<file path="src/rtl/bp_me_rom_loader_pkg.sv">
// Shared types and helpers for the boot ROM loader: FSM state encoding and
// the byte size of one ROM block.
package bp_me_rom_loader_pkg;

  typedef enum logic [2:0] {
    e_idle,
    e_fetch,
    e_send,
    e_drain,
    e_done
  } state_e;

  function automatic int block_bytes_lp(input int data_width);
    return data_width / 8;
  endfunction

endpackage

</file>
<file path="src/rtl/bsg_counter_up_down.sv">
// Saturation-free up/down counter used to track outstanding write credits.
// The caller guarantees the count never leaves [0, max_val_p].
module bsg_counter_up_down #(
  parameter int max_val_p  = 2,
  parameter int init_val_p = 0,
  localparam int width_lp  = $clog2(max_val_p + 1)
) (
  input  logic                clk_i,
  input  logic                reset_i,
  input  logic                up_i,
  input  logic                down_i,
  output logic [width_lp-1:0] count_o
);

  always_ff @(posedge clk_i or posedge reset_i) begin
    if (reset_i)
      count_o <= width_lp'(init_val_p);
    else
      count_o <= count_o + width_lp'(up_i) - width_lp'(down_i);
  end

endmodule

</file>
<file path="src/rtl/bp_me_rom_loader.sv">
// Boot-time loader: walks a combinational boot ROM and writes each entry to
// memory as a block write, finishing once every write has been acknowledged.
module bp_me_rom_loader
  import bp_me_rom_loader_pkg::*;
#(
  parameter int data_width_p     = 512,
  parameter int rom_els_p        = 8,
  parameter int rom_addr_width_p = 3,
  parameter int mem_addr_width_p = 40,
  parameter logic [mem_addr_width_p-1:0] base_addr_p = '0,
  parameter int max_credits_p    = 2
) (
  input  logic                        clk_i,
  input  logic                        reset_i,
  input  logic                        start_i,
  output logic [rom_addr_width_p-1:0] rom_addr_o,
  input  logic [data_width_p-1:0]     rom_data_i,
  output logic                        mem_cmd_v_o,
  output logic [mem_addr_width_p-1:0] mem_cmd_addr_o,
  output logic [data_width_p-1:0]     mem_cmd_data_o,
  input  logic                        mem_cmd_ready_i,
  input  logic                        mem_resp_v_i,
  output logic                        mem_resp_yumi_o,
  output logic                        busy_o,
  output logic                        done_o,
  output logic                        err_o
);

  localparam int credit_width_lp = $clog2(max_credits_p + 1);
  localparam logic [mem_addr_width_p-1:0] block_bytes_c =
    mem_addr_width_p'(block_bytes_lp(data_width_p));
  localparam logic [rom_addr_width_p-1:0] last_idx_c =
    rom_addr_width_p'(rom_els_p - 1);

  state_e state_r, state_n;
  logic [rom_addr_width_p-1:0] idx_r;
  logic [data_width_p-1:0]     data_r;
  logic [credit_width_lp-1:0]  credits;
  logic                        err_r;
  logic                        handshake;
  logic                        last_entry;
  logic                        credit_down;

  assign last_entry  = (idx_r == last_idx_c);
  assign handshake   = mem_cmd_v_o & mem_cmd_ready_i;
  // An ack with nothing outstanding is dropped so the credit count cannot underflow.
  assign credit_down = mem_resp_v_i & ((credits != '0) | handshake);

  bsg_counter_up_down #(
    .max_val_p (max_credits_p),
    .init_val_p(0)
  ) credit_counter (
    .clk_i  (clk_i),
    .reset_i(reset_i),
    .up_i   (handshake),
    .down_i (credit_down),
    .count_o(credits)
  );

  always_ff @(posedge clk_i or posedge reset_i) begin
    if (reset_i)
      state_r <= e_idle;
    else
      state_r <= state_n;
  end

  always_comb begin
    state_n     = state_r;
    mem_cmd_v_o = 1'b0;
    case (state_r)
      e_idle:  if (start_i) state_n = e_fetch;
      e_fetch: state_n = e_send;
      e_send: begin
        mem_cmd_v_o = (credits < credit_width_lp'(max_credits_p));
        if (mem_cmd_v_o && mem_cmd_ready_i)
          state_n = last_entry ? e_drain : e_fetch;
      end
      e_drain: if (credits == '0) state_n = e_done;
      e_done:  state_n = e_done;
      default: state_n = e_idle;
    endcase
  end

  always_ff @(posedge clk_i or posedge reset_i) begin
    if (reset_i) begin
      idx_r  <= '0;
      data_r <= '0;
      err_r  <= 1'b0;
    end else begin
      if (state_r == e_send && handshake && !last_entry)
        idx_r <= idx_r + 1'b1;
      if (state_r == e_fetch)
        data_r <= rom_data_i;
      if (mem_resp_v_i && credits == '0 && !handshake)
        err_r <= 1'b1;
    end
  end

  assign rom_addr_o      = idx_r;
  assign mem_cmd_data_o  = data_r;
  assign mem_cmd_addr_o  = base_addr_p + mem_addr_width_p'(idx_r) * block_bytes_c;
  assign mem_resp_yumi_o = mem_resp_v_i;
  assign busy_o          = (state_r == e_fetch) || (state_r == e_send) || (state_r == e_drain);
  assign done_o          = (state_r == e_done);
  assign err_o           = err_r;

endmodule

</file>
<file path="config.mk">
export PLATFORM = sky130hd
export DESIGN_NAME = bp_me_rom_loader
export DESIGN_NICKNAME = d
export VERILOG_FILES = /design/src/rtl/bp_me_rom_loader_pkg.sv /design/src/rtl/bsg_counter_up_down.sv /design/src/rtl/bp_me_rom_loader.sv
export SDC_FILE = /design/constraint.sdc
export NUM_CORES = 1
export LEC_CHECK = 0
export ABC_AREA = 1
export CAP_MARGIN = 5
export CORE_AREA = 2 2 418 420
export DETAILED_ROUTE_END_ITERATION = 8
export DIE_AREA = 0 0 420 422
export SLEW_MARGIN = 5
export SYNTH_ARGS = -nofsm -noshare
export SYNTH_HDL_FRONTEND = slang
export SYNTH_SLANG_ARGS = --single-unit
export TNS_END_PERCENT = 30
</file>
<file path="constraint.sdc">
create_clock -name clk_i -period 18.33 [get_ports clk_i]
set_clock_uncertainty 0.05 [all_clocks]
set_input_delay 2.7495 -clock clk_i [delete_from_list [all_inputs] [get_ports clk_i]]
set_output_delay 2.7495 -clock clk_i [all_outputs]
set_load 0.02 [all_outputs]
</file>
==> flow_metrics.tcl <==
set metrics [dict create \
    cts_inserted_buffers 67 \
    maxSlewViolCount 0 \
    end_kind "output pin" \
    hold_path.startpoint "mem_cmd_data_o[207]$_DFFE_PP0P_" \
    r2r_start "state_r[2]$_DFFE_PP0P_" \
    synthCells 2269 \
    clock_latency_ps 660 \
    r2r-end "mem_cmd_data_o[401]$_DFFE_PP0P_" \
    switching_share_pct 42.1 \
    tns_ps 0 \
    clock_path_buffers 3 \
    dr_total_vias 18754 \
    start_util_pct 12.0 \
    grt_usage_pct 13.3 \
    final_area_sq_mm 0.0356 \
    cp_slowest_cell "clkdlybuf4s50_1" \
    worst_setup_path_start_kind "primary input" \
    yosys.area_share.xor_xnor_pct 0.0843 \
    hold_viol_final 0 \
    critPathTopFamily "buffers and inverters" \
    min_path_cells 2 \
    final_util_pct 20.6 \
    cts_hold_buffers 0 \
    drc 0 \
    r2r_slack_ps 13420 \
    tightestPinTransition_ps 1090 \
    cp.arrival_ps 4040 \
    drt_iter0_markers 1449 \
    drtPass1Iterations 5 \
    finalSetupViolCount 0 \
    synth_area_per_cell_sq_um 9.16 \
    path_clk_slew_ps 50 \
    crit_type "primary input to output pin" \
    synthTopCellsByArea "dfrtp_1 (63%), nand2_1 (9.5%), inv_1 (9.5%), o21ai_0 (8.7%), o21ai_1 (3.7%)" \
    yosys.area_share.simple_pct 9.93 \
    ant_nets 0 \
    timing.hold.ws_ps 431 \
    p_total_mw 6.64 \
    slew_headroom_pct 27.2 \
    ys_seq_area_share_pct 62.7 \
    detailed_place_hpwl_microns 102000 \
    grt_pass1_wl_microns 159000 \
    core_sq_mm 0.173 \
    ys_ff_latch 521 \
    crit_chain "clkdlybuf4s50_1 -> clkdlybuf4s50_1" \
    hold_class "flop to flop" \
    period_minus_slack_ps 6840 \
    ios 1077 \
    rr_worst_depth 8 \
    power.net_switching_mw 2.79 \
    p_per_area_mw_per_mm2 187 \
    pwr-share-comb_pct 48.5 \
    die_y_microns 422 \
    grt_overflow_total 0 \
    synthDominantCellAreaShare_pct 62.7 \
    synth_area_leader_cell "dfrtp_1" \
    max-vdd-ir-drop_mv 0.178 \
    cts_max_level 3 \
    die_width_microns 420 \
    critPathBufInv 2 \
    numPortBuffers 1039 \
    cp.required_ps 15530 \
    crit_start "mem_resp_v_i" \
    path_common_cell "clkdlybuf4s50_1" \
    viasPerCell 3.31 \
    wl_microns 122000 \
    syn-cell-area_sq_mm 0.0208 \
    final_common_cell "clkdlybuf4s50_1" \
    p_seq_share_pct 31.3 \
    layout.nets 3793 \
    max_freq_ghz 0.146 \
    synth_top_family_by_area "buffers and inverters" \
    period_share_pct 37.3 \
    grt_start_max_net_pins 264 \
    whs_endpoint "mem_cmd_data_o[207]$_DFFE_PP0P_" \
    drive_gt1_share_pct 3.73 \
    grt_setup_unrepaired "no" \
    status "finished clean" \
    p_int_mw 3.85 \
    drt-wirelength-per-cell_microns 21.6 \
    cts_tree "yes" \
    grt_pass1_vias 17921 \
    synthMuxAreaShare_pct 0 \
    row_count 153 \
    clockPowerShare_pct 20.2 \
    power_leakage_nw 16.6 \
    antenna_found_initial 77 \
    placed_cell_area_sq_mm 0.0333 \
    worstPathMaxFanout 2 \
    cts.sinks 521 \
    maxCapViolCount 0 \
    place_congestion 0.994 \
    yosys.cell_types.count 23 \
    ys_warn_count 0 \
    cts_root_buf "clkbuf_16" \
    dieArea_sq_mm 0.177 \
    ctsResizeCount 0 \
    layout_common_cells "clkdlybuf4s50_1 (1,039), nand2_1 (527), inv_1 (524)" \
    synth_fa_ha_area_share_pct 0.241 \
    synth_compound_area_share_pct 12.5 \
    areaGrowthSynthToFinish_pct 71.2 \
    critPathMaxStageDelay_ps 670 \
    cts_setup_buffers 0 \
]
-- layer usage --
metal,routed length [microns],track usage [%],vias up
met4,4330,4.93,50
met3,9930,4.10,224
li1,-,-,8772
met1,49500,16.4,8926
met5,330,0,-
met2,58000,21.8,782
-- worst max path at each step --
stage,endpoint,cells after the start
after floorplan,credit_counter.count_o[0]$_DFF_PP0_,1
after global placement,mem_cmd_data_o[218]$_DFFE_PP0P_,6
after detailed placement,mem_cmd_data_o[241]$_DFFE_PP0P_,6
after CTS,mem_resp_yumi_o,2
after global routing,mem_cmd_data_o[191]$_DFFE_PP0P_,6
final,mem_resp_yumi_o,2
-- power by group through the flow --
stage	clock network [mW]	logic, mW	registers (mW)
floorplan	0	0.985	2.70
global placement	0	3.23	2.07
detailed placement	0	3.27	2.08
CTS	1.39	3.28	2.08
global route	1.43	3.46	2.14
finish	1.34	3.22	2.08
-- metrics by stage --
step	std cells	setup WS [ps]
finish	5662	11490
global route	5653	11390
CTS	5645	11480
detailed placement	5528	11090
global placement	5528	11130
floorplan	2305	975
-- sequential cells by signal, indices dropped and copies added, names as in the netlist --
signal                  cells
credit_counter.count_o      2
state_r                     3
rom_addr_o                  3
mem_cmd_data_o            512
err_o                       1
-- cells in the mapped netlist, drive strengths merged --
library cell and number:
xnor2 1, a21oi 2, xor2 1, clkbuf 38, nand2 527, nand4 2, o21ai 514, o21bai 1
dfrtp 521, or2 1, ha 4, inv 527, buf 116, nor3 2, nand3 5, a21o 1
nor2 5, conb 1
-- worst min-delay path: stages, from the launching register on --
cell and delay (ps):
dfrtp_1 340, nand2_1 50, o21ai_0 60
-- cell type report --
class	count	area [sq um]
clock inverters	29	332
diodes	17	42.5
well taps	2325	2910
fillers	19044	137000
flip-flops and latches	521	13000
clock buffers	88	1870
repair buffers	1052	10500
multi-input cells	1103	4870
inverters	527	1990
-- logic make-up after synthesis --
family	Yosys count
DFF	521
AOI/OAI and AO/OA	518
and+or+nand+nor	542
xor gates and xnor gates	2
other	1
buffers and inverters	681
adders and majority gates	4
No activity file was read; power rests on OpenSTA's default activity.
